`src/rtl/pcie_cq_cc_pkg.sv`:
```
// pcie_cq_cc_pkg: request/status codes, descriptor offsets and FSM encoding for the CQ/CC bridge
package pcie_cq_cc_pkg;
  localparam logic [3:0] REQ_MEMRD = 4'b0000;
  localparam logic [3:0] REQ_MEMWR = 4'b0001;
  localparam logic [2:0] CPL_SC = 3'b000;
  localparam logic [2:0] CPL_UR = 3'b001;
  localparam logic [2:0] CPL_CA = 3'b100;
  localparam int CQ_DWC = 64;
  localparam int CQ_TYPE = 75;
  localparam int CQ_RID = 80;
  localparam int CQ_TAG = 96;
  localparam int CQ_TC = 121;
  localparam int CQ_ATTR = 124;
  localparam int CQ_PAYLOAD = 128;
  localparam int CC_LA = 0;
  localparam int CC_BC = 16;
  localparam int CC_DWC = 32;
  localparam int CC_ST = 43;
  localparam int CC_RID = 48;
  localparam int CC_TAG = 64;
  localparam int CC_TC = 89;
  localparam int CC_ATTR = 92;
  typedef enum logic [2:0] {ST_IDLE, ST_MEM, ST_WAIT_ACK, ST_CPL, ST_DRAIN} state_t;
  function automatic logic [1:0] tz4(input logic [3:0] be);
    return be[0] ? 2'd0 : be[1] ? 2'd1 : be[2] ? 2'd2 : be[3] ? 2'd3 : 2'd0;
  endfunction
  function automatic logic [1:0] lz4(input logic [3:0] be);
    return be[3] ? 2'd0 : be[2] ? 2'd1 : be[1] ? 2'd2 : be[0] ? 2'd3 : 2'd0;
  endfunction
endpackage

```
`src/rtl/pcie_cpl_bytecount.sv`:
```
// pcie_cpl_bytecount: completion byte_count and lower_addr from the request byte enables
module pcie_cpl_bytecount
  import pcie_cq_cc_pkg::*;
(
  input  logic [3:0]  first_be,
  input  logic [3:0]  last_be,
  input  logic [10:0] dw_count,
  input  logic [4:0]  addr,
  output logic [12:0] byte_count,
  output logic [6:0]  lower_addr
);
  logic [2:0] bc1;
  always_comb begin
    bc1 = (first_be[3] && first_be[0]) ? 3'd4 :
          ((first_be[3:2] == 2'b01 && first_be[0]) || (first_be[3] && first_be[1:0] == 2'b10)) ? 3'd3 :
          (first_be == 4'b0011 || first_be == 4'b0110 || first_be == 4'b1100) ? 3'd2 : 3'd1;
    byte_count = (dw_count == 11'd1) ? {10'd0, bc1} : 13'd8 - 13'(tz4(first_be)) - 13'(lz4(last_be));
    lower_addr = {addr, tz4(first_be)};
  end
endmodule

```
`src/rtl/pcie_cq_cc_mem_bridge.sv`:
```
// pcie_cq_cc_mem_bridge: turns host CQ MemRd/MemWr into single 64-bit memory accesses and CC completions
module pcie_cq_cc_mem_bridge
  import pcie_cq_cc_pkg::*;
#(
  parameter int C_BUS_DATA_WIDTH = 256,
  parameter int C_BUS_KEEP_WIDTH = C_BUS_DATA_WIDTH / 32,
  parameter int C_ADDR_WIDTH = 24,
  parameter int C_DATA_WIDTH = 64,
  parameter int C_ACK_TIMEOUT = 256
) (
  input  logic                        CLK,
  input  logic                        RST,
  input  logic [C_BUS_DATA_WIDTH-1:0] S_AXIS_CQ_TDATA,
  input  logic [84:0]                 S_AXIS_CQ_TUSER,
  input  logic                        S_AXIS_CQ_TLAST,
  input  logic [C_BUS_KEEP_WIDTH-1:0] S_AXIS_CQ_TKEEP,
  input  logic                        S_AXIS_CQ_TVALID,
  output logic [21:0]                 S_AXIS_CQ_TREADY,
  output logic [C_BUS_DATA_WIDTH-1:0] M_AXIS_CC_TDATA,
  output logic [32:0]                 M_AXIS_CC_TUSER,
  output logic                        M_AXIS_CC_TLAST,
  output logic [C_BUS_KEEP_WIDTH-1:0] M_AXIS_CC_TKEEP,
  output logic                        M_AXIS_CC_TVALID,
  input  logic [3:0]                  M_AXIS_CC_TREADY,
  output logic                        M_MEM_IFACE_EN,
  output logic [C_ADDR_WIDTH-1:0]     M_MEM_IFACE_ADDR,
  output logic [C_DATA_WIDTH-1:0]     M_MEM_IFACE_DIN,
  output logic [C_DATA_WIDTH/8-1:0]   M_MEM_IFACE_WE,
  input  logic [C_DATA_WIDTH-1:0]     M_MEM_IFACE_DOUT,
  input  logic                        M_MEM_IFACE_ACK,
  output logic [15:0]                 STAT_UR_CNT,
  output logic [15:0]                 STAT_TIMEOUT_CNT
);
  localparam int CW = $clog2(C_ACK_TIMEOUT + 1);
  state_t state, state_nx;
  logic [C_ADDR_WIDTH-1:2] addr_q;
  logic [10:0] dwc_q, c_dwc;
  logic [3:0] fbe_q, lbe_q, c_type;
  logic [15:0] rid_q, ur_cnt, to_cnt;
  logic [7:0] tag_q;
  logic [2:0] tc_q, attr_q, st_q, st_nx;
  logic [63:0] wdata_q, rdata_q, din, payload;
  logic [7:0] we;
  logic [CW-1:0] cnt;
  logic [95:0] cc_desc;
  logic [12:0] byte_count;
  logic [6:0] lower_addr;
  logic rd_q, last_q, supp, st_ld, cap, ur_inc, to_inc, cq_rdy, en, cc_vld, dwc2, sc;
  assign c_type = S_AXIS_CQ_TDATA[CQ_TYPE +: 4];
  assign c_dwc = S_AXIS_CQ_TDATA[CQ_DWC +: 11];
  assign supp = (c_type == REQ_MEMRD || c_type == REQ_MEMWR) &&
                (c_dwc == 11'd1 || (c_dwc == 11'd2 && !S_AXIS_CQ_TDATA[2]));
  always_ff @(posedge CLK) begin
    if (RST) begin
      state <= ST_IDLE;
      ur_cnt <= '0;
      to_cnt <= '0;
    end else begin
      state <= state_nx;
      ur_cnt <= ur_cnt + 16'(ur_inc && ur_cnt != 16'hFFFF);
      to_cnt <= to_cnt + 16'(to_inc && to_cnt != 16'hFFFF);
    end
  end
  always_ff @(posedge CLK) begin
    if (state == ST_IDLE && S_AXIS_CQ_TVALID) begin
      addr_q <= S_AXIS_CQ_TDATA[C_ADDR_WIDTH-1:2];
      dwc_q <= c_dwc;
      rd_q <= c_type == REQ_MEMRD;
      last_q <= S_AXIS_CQ_TLAST;
      fbe_q <= S_AXIS_CQ_TUSER[3:0];
      lbe_q <= S_AXIS_CQ_TUSER[7:4];
      rid_q <= S_AXIS_CQ_TDATA[CQ_RID +: 16];
      tag_q <= S_AXIS_CQ_TDATA[CQ_TAG +: 8];
      tc_q <= S_AXIS_CQ_TDATA[CQ_TC +: 3];
      attr_q <= S_AXIS_CQ_TDATA[CQ_ATTR +: 3];
      wdata_q <= S_AXIS_CQ_TDATA[CQ_PAYLOAD +: 64];
    end
    if (st_ld) st_q <= st_nx;
    if (cap) rdata_q <= M_MEM_IFACE_DOUT;
    cnt <= state == ST_MEM ? CW'(1) : cnt + CW'(1);
  end
  always_comb begin
    state_nx = state;
    st_nx = CPL_SC;
    {st_ld, cap, ur_inc, to_inc, cq_rdy, en, cc_vld} = '0;
    case (state)
      ST_IDLE: begin
        cq_rdy = 1'b1;
        if (S_AXIS_CQ_TVALID) begin
          if (supp) state_nx = ST_MEM;
          else begin
            ur_inc = 1'b1;
            st_ld = c_type == REQ_MEMRD;
            st_nx = CPL_UR;
            state_nx = c_type == REQ_MEMRD ? ST_CPL : S_AXIS_CQ_TLAST ? ST_IDLE : ST_DRAIN;
          end
        end
      end
      ST_MEM, ST_WAIT_ACK: begin
        en = state == ST_MEM;
        if (M_MEM_IFACE_ACK) begin
          st_ld = rd_q;
          cap = rd_q;
          state_nx = rd_q ? ST_CPL : last_q ? ST_IDLE : ST_DRAIN;
        end else if (state == ST_WAIT_ACK && cnt == CW'(C_ACK_TIMEOUT)) begin
          to_inc = 1'b1;
          st_ld = rd_q;
          st_nx = CPL_CA;
          state_nx = rd_q ? ST_CPL : ST_IDLE;
        end else state_nx = ST_WAIT_ACK;
      end
      ST_CPL: begin
        cc_vld = 1'b1;
        if (M_AXIS_CC_TREADY[0]) state_nx = ST_IDLE;
      end
      ST_DRAIN: begin
        cq_rdy = 1'b1;
        if (S_AXIS_CQ_TVALID && S_AXIS_CQ_TLAST) state_nx = ST_IDLE;
      end
      default: state_nx = ST_IDLE;
    endcase
  end
  pcie_cpl_bytecount u_bc (
    .first_be(fbe_q), .last_be(lbe_q), .dw_count(dwc_q), .addr(addr_q[6:2]),
    .byte_count(byte_count), .lower_addr(lower_addr)
  );
  assign dwc2 = dwc_q == 11'd2;
  assign sc = st_q == CPL_SC;
  assign din = dwc2 ? wdata_q : addr_q[2] ? {wdata_q[31:0], 32'd0} : {32'd0, wdata_q[31:0]};
  assign we = dwc2 ? {lbe_q, fbe_q} : addr_q[2] ? {fbe_q, 4'd0} : {4'd0, fbe_q};
  assign payload = !sc ? '0 : dwc2 ? rdata_q : {32'd0, addr_q[2] ? rdata_q[63:32] : rdata_q[31:0]};
  always_comb begin
    cc_desc = '0;
    cc_desc[CC_LA +: 7] = lower_addr;
    cc_desc[CC_BC +: 13] = byte_count;
    cc_desc[CC_DWC +: 11] = sc ? dwc_q : 11'd0;
    cc_desc[CC_ST +: 3] = st_q;
    cc_desc[CC_RID +: 16] = rid_q;
    cc_desc[CC_TAG +: 8] = tag_q;
    cc_desc[CC_TC +: 3] = tc_q;
    cc_desc[CC_ATTR +: 3] = attr_q;
  end
  // RST gates TREADY so nothing is offered to the host while reset is held
  assign S_AXIS_CQ_TREADY = {22{cq_rdy & ~RST}};
  assign M_AXIS_CC_TDATA = cc_vld ? {{(C_BUS_DATA_WIDTH-160){1'b0}}, payload, cc_desc} : '0;
  assign M_AXIS_CC_TUSER = '0;
  assign M_AXIS_CC_TLAST = cc_vld;
  assign M_AXIS_CC_TKEEP = !cc_vld ? '0 : !sc ? C_BUS_KEEP_WIDTH'(8'h07) :
                           dwc2 ? C_BUS_KEEP_WIDTH'(8'h1F) : C_BUS_KEEP_WIDTH'(8'h0F);
  assign M_AXIS_CC_TVALID = cc_vld;
  assign M_MEM_IFACE_EN = en;
  assign M_MEM_IFACE_ADDR = en ? {addr_q[C_ADDR_WIDTH-1:3], 3'b000} : '0;
  assign M_MEM_IFACE_DIN = en && !rd_q ? din : '0;
  assign M_MEM_IFACE_WE = en && !rd_q ? we : '0;
  assign STAT_UR_CNT = ur_cnt;
  assign STAT_TIMEOUT_CNT = to_cnt;
  logic unused_ok;
  assign unused_ok = ^{S_AXIS_CQ_TDATA[1:0], S_AXIS_CQ_TDATA[63:C_ADDR_WIDTH], S_AXIS_CQ_TDATA[79],
                       S_AXIS_CQ_TDATA[120:104], S_AXIS_CQ_TDATA[127], S_AXIS_CQ_TDATA[C_BUS_DATA_WIDTH-1:192],
                       S_AXIS_CQ_TUSER[84:8], S_AXIS_CQ_TKEEP, M_AXIS_CC_TREADY[3:1]};
endmodule

```
`config.mk`:
```
export PLATFORM = sky130hd
export DESIGN_NAME = pcie_cq_cc_mem_bridge
export DESIGN_NICKNAME = d
export VERILOG_FILES = /design/src/rtl/pcie_cq_cc_pkg.sv /design/src/rtl/pcie_cpl_bytecount.sv /design/src/rtl/pcie_cq_cc_mem_bridge.sv
export SDC_FILE = /design/constraint.sdc
export NUM_CORES = 1
export LEC_CHECK = 0
export ABC_AREA = 1
export CAP_MARGIN = 30
export CORE_AREA = 5 5 335 337
export DETAILED_ROUTE_END_ITERATION = 10
export DIE_AREA = 0 0 340 342
export HOLD_SLACK_MARGIN = 0.15
export PLACE_DENSITY_LB_ADDON = 0.12
export SYNTH_ARGS = -nofsm -noshare
export SYNTH_HDL_FRONTEND = slang
export SYNTH_HIERARCHICAL = 1
export SYNTH_SLANG_ARGS = --single-unit
```
`constraint.sdc`:
```
create_clock -name CLK -period 10.83 [get_ports CLK]
set_input_delay 2.166 -clock CLK [delete_from_list [all_inputs] [get_ports CLK]]
set_output_delay 2.166 -clock CLK [all_outputs]
set_load 0.01 [all_outputs]
```
==> summary.txt, run 1 <==
Cells and area
  • Synth-to-layout area growth: 53.4%
  • Nets: around 2200
  • Post-route cell area: 19300 sq um
  • Fillers: 12128
  • Ratio of cells with drive above 1 in the final layout: 5.48%
  • Fin cells: 3243
  • Layout Utilization: 17.8%

Route
  • Routed Wire Length: 54200 microns
  • Initial drt markers: 337
  • Total number of vias: ~10000
  • Initial DRT Pass Iterations: 4
  • Final antenna-violating net count: 0
  • Via-to-Cell Ratio: slightly above 3
  • DRC: 0
  • DR WL/cell: about 17 microns

Worst setup path
  • CP top delay family: buffers and inverters
  • Worst setup path start: dwc_q[3]
  • Critical Path RT: about 8.7 ns
  • Reg2reg path depth: 5
  • Nature of the critical path startpoint: register
  • CP arrival: 4.27 ns
  • RR Startpoint: state[1]
  • CP max-delay cell: clkinv_2
  • Worst flop-to-flop path endpoint: wdata_q[12]
  • Crit Path Max Fanout: 37
  • Flop2flop setup slack: 7.32 ns
  • Crit Path Class: register to output port
  • Critical path buffers and inverters: 4
  • CP cell instances: inv_1 > nand4_1 > nor2_1 > nand2_2 > nand2_4 > clkinv_2 > buf_4 > nor3_1 > clkdlybuf4s50_1
  • Worst setup EP type: output port
  • Slowest stage delay, CP: approximately 0.71 ns

Logic synthesis
  • Seq/Total Area, Yosys: 55.3%
  • Yosys warning count: 6
  • Netlist cell types: 38
  • Top-count cell post-synth: nor2_1
  • Mapped Cells: 1341
  • Synth area leader: edfxtp_1
  • Post-synth EDFFs: 203
  • Post-synth top cells: 244 x nor2_1, 227 x inv_1, 209 x buf_4
  • Asr flop ratio synth: 0%
  • Netlist Area Pre-Place: 12600 sq um
  • Top FF cell, synth: edfxtp_1
  • Post-synthesis register bit count: 247
  • Share of the synthesized area in the top cell type: 48.3%
  • Top post-synthesis cells by area: edfxtp_1 48%, buf_4 12%, nor2_1 7.3%, dfxtp_1 7.0%, inv_1 6.8%
  • Avg Cell Area, Syn: 9.40 sq um

Timing
  • Crit share post-route: between 50% and 60%
  • Final setup margin: about 4.4 ns
  • Fin Clk Skew: 0.0199 ns
  • Fmax: ~0.16 GHz
  • Final hold vios: 0
  • Worst Max-Slew Pin Slew: 0.878 ns
  • RSZ-0062 raised after global routing: false
  • Slew Viols, Final: 0
  • Max_slew headroom: 41.3%
  • Final Setup Violations: 0
  • Setup_tns: 0 ns
  • Post-route minimum period: 6.44 ns

Global route
  • Pin count of the biggest net entering global routing: 61
  • Tot GR Track Use: 8.88%
  • Overflow after GRT: 0
  • Initial antenna violation count: 19
  • Global-route wire length before repair: 75700 microns
  • Vias in the first global route: 10257

CTS
  • H-tree depth: 2
  • CTS tree: built
  • Post-CTS Repair Setup Buffers: 0
  • Largest buffer count on any clock path: 3
  • Root Buffer: clkbuf_16
  • Worst skew pair latency: 0.57 ns
  • Clock sinks: 247
  • Post_cts resized: 0
  • CTS buffer count: 38
  • Clk pin slew, worst setup/hold paths: 0.05 ns
  • Hold-fix buffers at CTS: 0

Placed design
  • Dpl cells: around 3200
  • HPWL after DPL: roughly 41000 microns
  • Placed cell area: 18200 sq um
  • PortBufs: 481
  • Pre-CTS worst setup slack: 4.66 ns
  • GP Congestion: about 0.72

Die
  • IO Pins: 872
  • Core area: 109000 sq um
  • Die W: 340 microns
  • Starting density of the core: between 10% and 20%
  • Die area: 116000 sq um
  • Die height: ~340 microns
  • Row count: between 100 and 150

Status
  • Outcome: complete, no violations

Worst hold path
  • Worst hold path depth: 1
  • Hold wc startpoint: cnt[0]
  • WHS Endpoint: cnt[0]
  • Type of the worst min-delay path: register to register

Run
  • Max_cap viols: 0

Pwr
  • Worst IR Drop VDD: around 0.096 mV
  • Net switching power: a little over 0.8 mW
  • Clock network fraction of total power: 41.4%
  • LEAKAGE: around 7.3 nW
  • Seq pwr share: a little over two fifths
  • Int Pwr: 2.03 mW
  • Part of the power in combinational logic: 16.6%
  • Sw Ratio: 28.8%
  • Pwr dens: between 100 and 150 nW/um^2
==> state kept, by name, summed over array words and instances (netlist names), 8 cells and up <==
| signal | cells |
|---|---|
| tag_q | 8 |
| addr_q | 22 |
| wdata_q | 64 |
| STAT_UR_CNT | 16 |
| dwc_q | 11 |
| rid_q | 16 |
| cnt | 9 |
| STAT_TIMEOUT_CNT | 16 |
| rdata_q | 64 |
==> kinds of logic after synthesis <==
logic type,after synthesis,share of synthesized area (%)
buf+inv,488,21.3
simple gates,462,16.0
flops,247,55.3
compound gates,126,5.83
fa+ha+maj,10,1.05
xor+xnor,6,0.417
other cells,2,0.0596
==> layout by cell type (no fill, tap or decap), types with 4 or more instances in the layout <==
cell type / Yosys / layout
a21oi_1: 26 / 26
a31oi_1: 4 / 4
buf_4: 209 / 12
clkbuf_1: 18 / 17
clkbuf_16: 0 / 38
clkdlybuf4s50_1: 0 / 481
clkinv_1: 2 / 4
clkinv_2: 0 / 7
conb_1: 2 / 177
dfxtp_1: 44 / 44
edfxtp_1: 203 / 203
ha_1: 9 / 9
inv_1: 227 / 227
inv_2: 6 / 5
nand2_1: 86 / 86
nand2_2: 5 / 4
nand3_1: 58 / 58
nand4_1: 5 / 5
nor2_1: 244 / 242
nor2_4: 3 / 6
nor3_1: 39 / 38
nor3_2: 12 / 13
o21ai_0: 55 / 55
o31ai_1: 34 / 34
==> routing by layer <==
metal  vias to the layer above  track usage [%]  wire length [microns]
met5                         -                0                    141
met3                        76             4.91                   7080
met2                       499             14.6                  24500
met1                      4609             10.2                  21400
li1                       4835                -                      -
met4                        24             1.91                   1010
==> how the worst max path moves through the flow <==
stage | to | slack [ns] | cells past startpoint
final | M_MEM_IFACE_DIN[0] | 4.39 | 9
after global routing | M_MEM_IFACE_DIN[0] | 3.90 | 9
after CTS | M_MEM_IFACE_DIN[0] | 4.00 | 9
after detailed placement | M_MEM_IFACE_DIN[0] | 4.66 | 9
after global placement | M_MEM_IFACE_DIN[0] | 4.63 | 9
after floorplan | STAT_UR_CNT[14] | 0.93 | 11
==> cell type report <==
type	count	area [sq um]	share of cell area (%)
Clock buffer	57	1040	5.39
Antenna cell	3	7.51	0.0388
Inverter	235	883	4.57
Tap cell	1414	1770	9.15
Timing Repair Buffer	494	4920	25.5
Multi-Input combinational cell	781	3630	18.8
Clock inverter	12	101	0.524
Sequential cell	247	6980	36.1
==> power groups by stage <==
stage	Clock [mW]	Sequential (mW)	Combinational, mW
2_1_floorplan	0	1.22	0.307
4_1_cts	1.26	1.20	0.486
5_1_grt	1.29	1.21	0.528
3_3_place_gp	0	1.22	0.485
6_report	1.18	1.20	0.472
3_5_place_dp	0	1.22	0.484
==> stage by stage <==
stage	hold slack, ns	total power, mW
finish	0.424	2.85
global route	0.455	3.02
CTS	0.431	2.94
detailed placement	0.419	1.70
global placement	0.415	1.70
floorplan	0.396	1.53
(Power assumes the default switching activity.)
==> run 2: changes to the inputs <==
clock period = 5.4 ns   (was 10.83 ns; I/O delays follow)
==> run 2 against run 1 <==
Against the previous run:
- routed wire length down 1.5%
- core utilization is 0.061 points higher
- setup slack got worse by 3.5 ns
- clock skew rose by 0.0028 ns
- via count fell by 0.45%
- cell count about the same
- combinational power is 100% higher
- clock power increased by 98%
- sequential cell count did not move
- highest routed layer unchanged
==> summary.txt, run 2 (same netlist as run 1, synthesis figures left out) <==
Timing
  • Fin Clk Skew: 0.0227 ns (+0.00278 ns)
  • Hold_ws: 0.422 ns (-0.00243 ns)
  • Max_slew headroom: 33.7% (-7.6 points)
  • Fmax: 0.222 GHz
  • RSZ-0062 raised after global routing: false
  • Slew Viols, Final: 0 (unchanged)
  • Crit share post-route: 83.3%
  • Final Setup Violations: 0 (unchanged)
  • Worst Max-Slew Pin Slew: 0.995 ns (+0.117 ns)
  • Final hold vios: 0 (unchanged)
  • Post-route minimum period: between 4 and 5 ns
  • Setup_tns: 0 ns (unchanged)

Cells and area
  • Layout Utilization: 17.9% (+0.061 points)
  • Commonest non-fill, non-tap cell in the layout: clkdlybuf4s50_1
  • Area of the multi-input gates: 3630 sq um (unchanged)
  • Reg area: 6980 sq um (unchanged)
  • Synth-to-layout area growth: 53.9%
  • Post-route cell area: 19400 sq um (+0.34%)
  • Ratio of cells with drive above 1 in the final layout: 5.64% (+0.16 points)
  • Leading cell types in the layout, fill and taps excluded: 481 x clkdlybuf4s50_1, 242 x nor2_1, 227 x inv_1
  • Biggest regs: rdata_q (64), wdata_q (64), addr_q (22)
  • Fin cells: 3244 (+0.031%)
  • Nets: 2232 (+0.13%)
  • Fillers: 12130 (+0.016%)

CTS
  • Hold-fix buffers at CTS: 0 (unchanged)
  • Clk pin slew, worst setup/hold paths: 0.05 ns (about the same)
  • H-tree depth: 2 (unchanged)
  • Worst skew pair latency: 0.57 ns (about the same)
  • Root Buffer: clkbuf_16
  • CTS buffer count: 37 (-2.6%)
  • CTS tree: built
  • Clock sinks: 247 (unchanged)
  • Post_cts resized: 0 (unchanged)
  • Largest buffer count on any clock path: 3 (unchanged)
  • Post-CTS Repair Setup Buffers: 0 (unchanged)

Route
  • Routed Wire Length: 53300 microns (-1.5%)
  • DR WL/cell: 16.4 microns (-1.6%)
  • Initial drt markers: 326 (-3.3%)
  • Final antenna-violating net count: 0 (unchanged)
  • DRC: 0 (unchanged)
  • Initial DRT Pass Iterations: 4 (unchanged)
  • Total number of vias: 9998 (-0.45%)
  • Via-to-Cell Ratio: 3.08 (-0.48%)

Run
  • Max_cap viols: 0 (unchanged)

Global route
  • Overflow after GRT: 0 (unchanged)
  • Pin count of the biggest net entering global routing: 116 (+90%)
  • Tot GR Track Use: 8.70% (-0.18 points)
  • Initial antenna violation count: 17 (-2)
  • Vias in the first global route: 10126 (-1.3%)
  • Global-route wire length before repair: 74300 microns (-1.9%)

Worst setup path
  • CP max-delay cell: edfxtp_1
  • Crit Path Class: register to output port
  • Critical path buffers and inverters: 4 (unchanged)
  • CP arrival: 3.42 ns (-0.85 ns)
  • Nature of the critical path startpoint: register
  • CP top delay family: buffers and inverters
  • Critical Path Most Common Cell: inv_1
  • Crit Path Max Fanout: 7 (-81%)
  • CP cell instances: nor2_1 > nor3_1 > inv_1 > ha_1 > inv_1 > fa_1 > xnor2_1 > nand2_1 > o21ai_1 > inv_1 > nor2_1 > clkdlybuf4s50_1
  • Slowest stage delay, CP: 0.64 ns (-0.07 ns)
  • Critical Path RT: 4.32 ns (-4.34 ns)
  • Worst setup EP type: output port

Pwr
  • Sw Ratio: 28.3% (-0.51 points)
  • Clock network fraction of total power: 41.1% (-0.3 points)
  • Net switching power: 1.61 mW (+96%)
  • LEAKAGE: 7.35 nW (+0.39%)
  • Pwr dens: 293 nW/um^2 (+99%)
  • Part of the power in combinational logic: 16.8% (+0.2 points)
  • Seq pwr share: 42.1% (about the same)
  • Int Pwr: 4.08 mW (+100%)
  • Worst IR Drop VDD: 0.179 mV (+86%)

Die
  • Starting density of the core: 11.6% (unchanged)
  • Die area: 116000 sq um (unchanged)
  • Core area: 109000 sq um (unchanged)
  • IO Pins: 872 (unchanged)
  • Row count: 121 (unchanged)
  • Die W: 340 microns (unchanged)
  • Die height: 342 microns (unchanged)

Placed design
  • GP Congestion: 0.713 (-0.46%)
  • HPWL after DPL: 40600 microns (-1.5%)
  • Placed cell area: 18300 sq um (+0.37%)
  • Dpl cells: 3175 (+0.13%)
  • PortBufs: 481 (unchanged)

Status
  • Outcome: complete, no violations

Worst hold path
  • Type of the worst min-delay path: register to register
[run 2: area by class of cell]
class / instances / share of cell area [%]
multi-input combinational: 781 / 18.7
inverter: 235 / 4.55
clock buffer: 59 / 5.67
sequential: 247 / 36.0
antenna: 3 / 0.0387
timing repair buffer: 498 / 25.7
tap: 1414 / 9.12
clock inverter: 7 / 0.219
[run 2: routing by layer]
layer  up-vias  part of all wire (%)  global-route usage (%)
li1       4829                     -                       -
met1      4585                    39                    9.92
met2       490                    46                    14.2
met3        76                    13                    4.52
met4        18                   2.2                    2.55
met5         -                  0.23                       0
[run 2: power groups by stage]
stage	combinational (mW)	clock (mW)	sequential [mW]
detailed placement	0.984	0	2.44
finish	0.957	2.34	2.40
global placement	0.981	0	2.44
global route	1.06	2.54	2.42
floorplan	0.617	0	2.42
CTS	0.989	2.48	2.40
[run 2: final timing paths]
kind,start,endpoint,slack [ns],cells past startpoint
setup / recovery,fbe_q[3],M_AXIS_CC_TDATA[18],0.90,12
setup reg to reg,state[1],STAT_UR_CNT[14],2.39,13
hold / removal,cnt[0],cnt[0],0.42,1
hold reg to reg,cnt[0],cnt[0],0.42,1
[run 2: stage by stage]
| step | setup slack [ns] | total power [mW] |
|---|---|---|
| after floorplan | 0.560 | 3.04 |
| after global placement | 1.35 | 3.42 |
| after detailed placement | 1.31 | 3.42 |
| after CTS | 0.732 | 5.87 |
| after global routing | 0.637 | 6.02 |
| final | 0.899 | 5.69 |
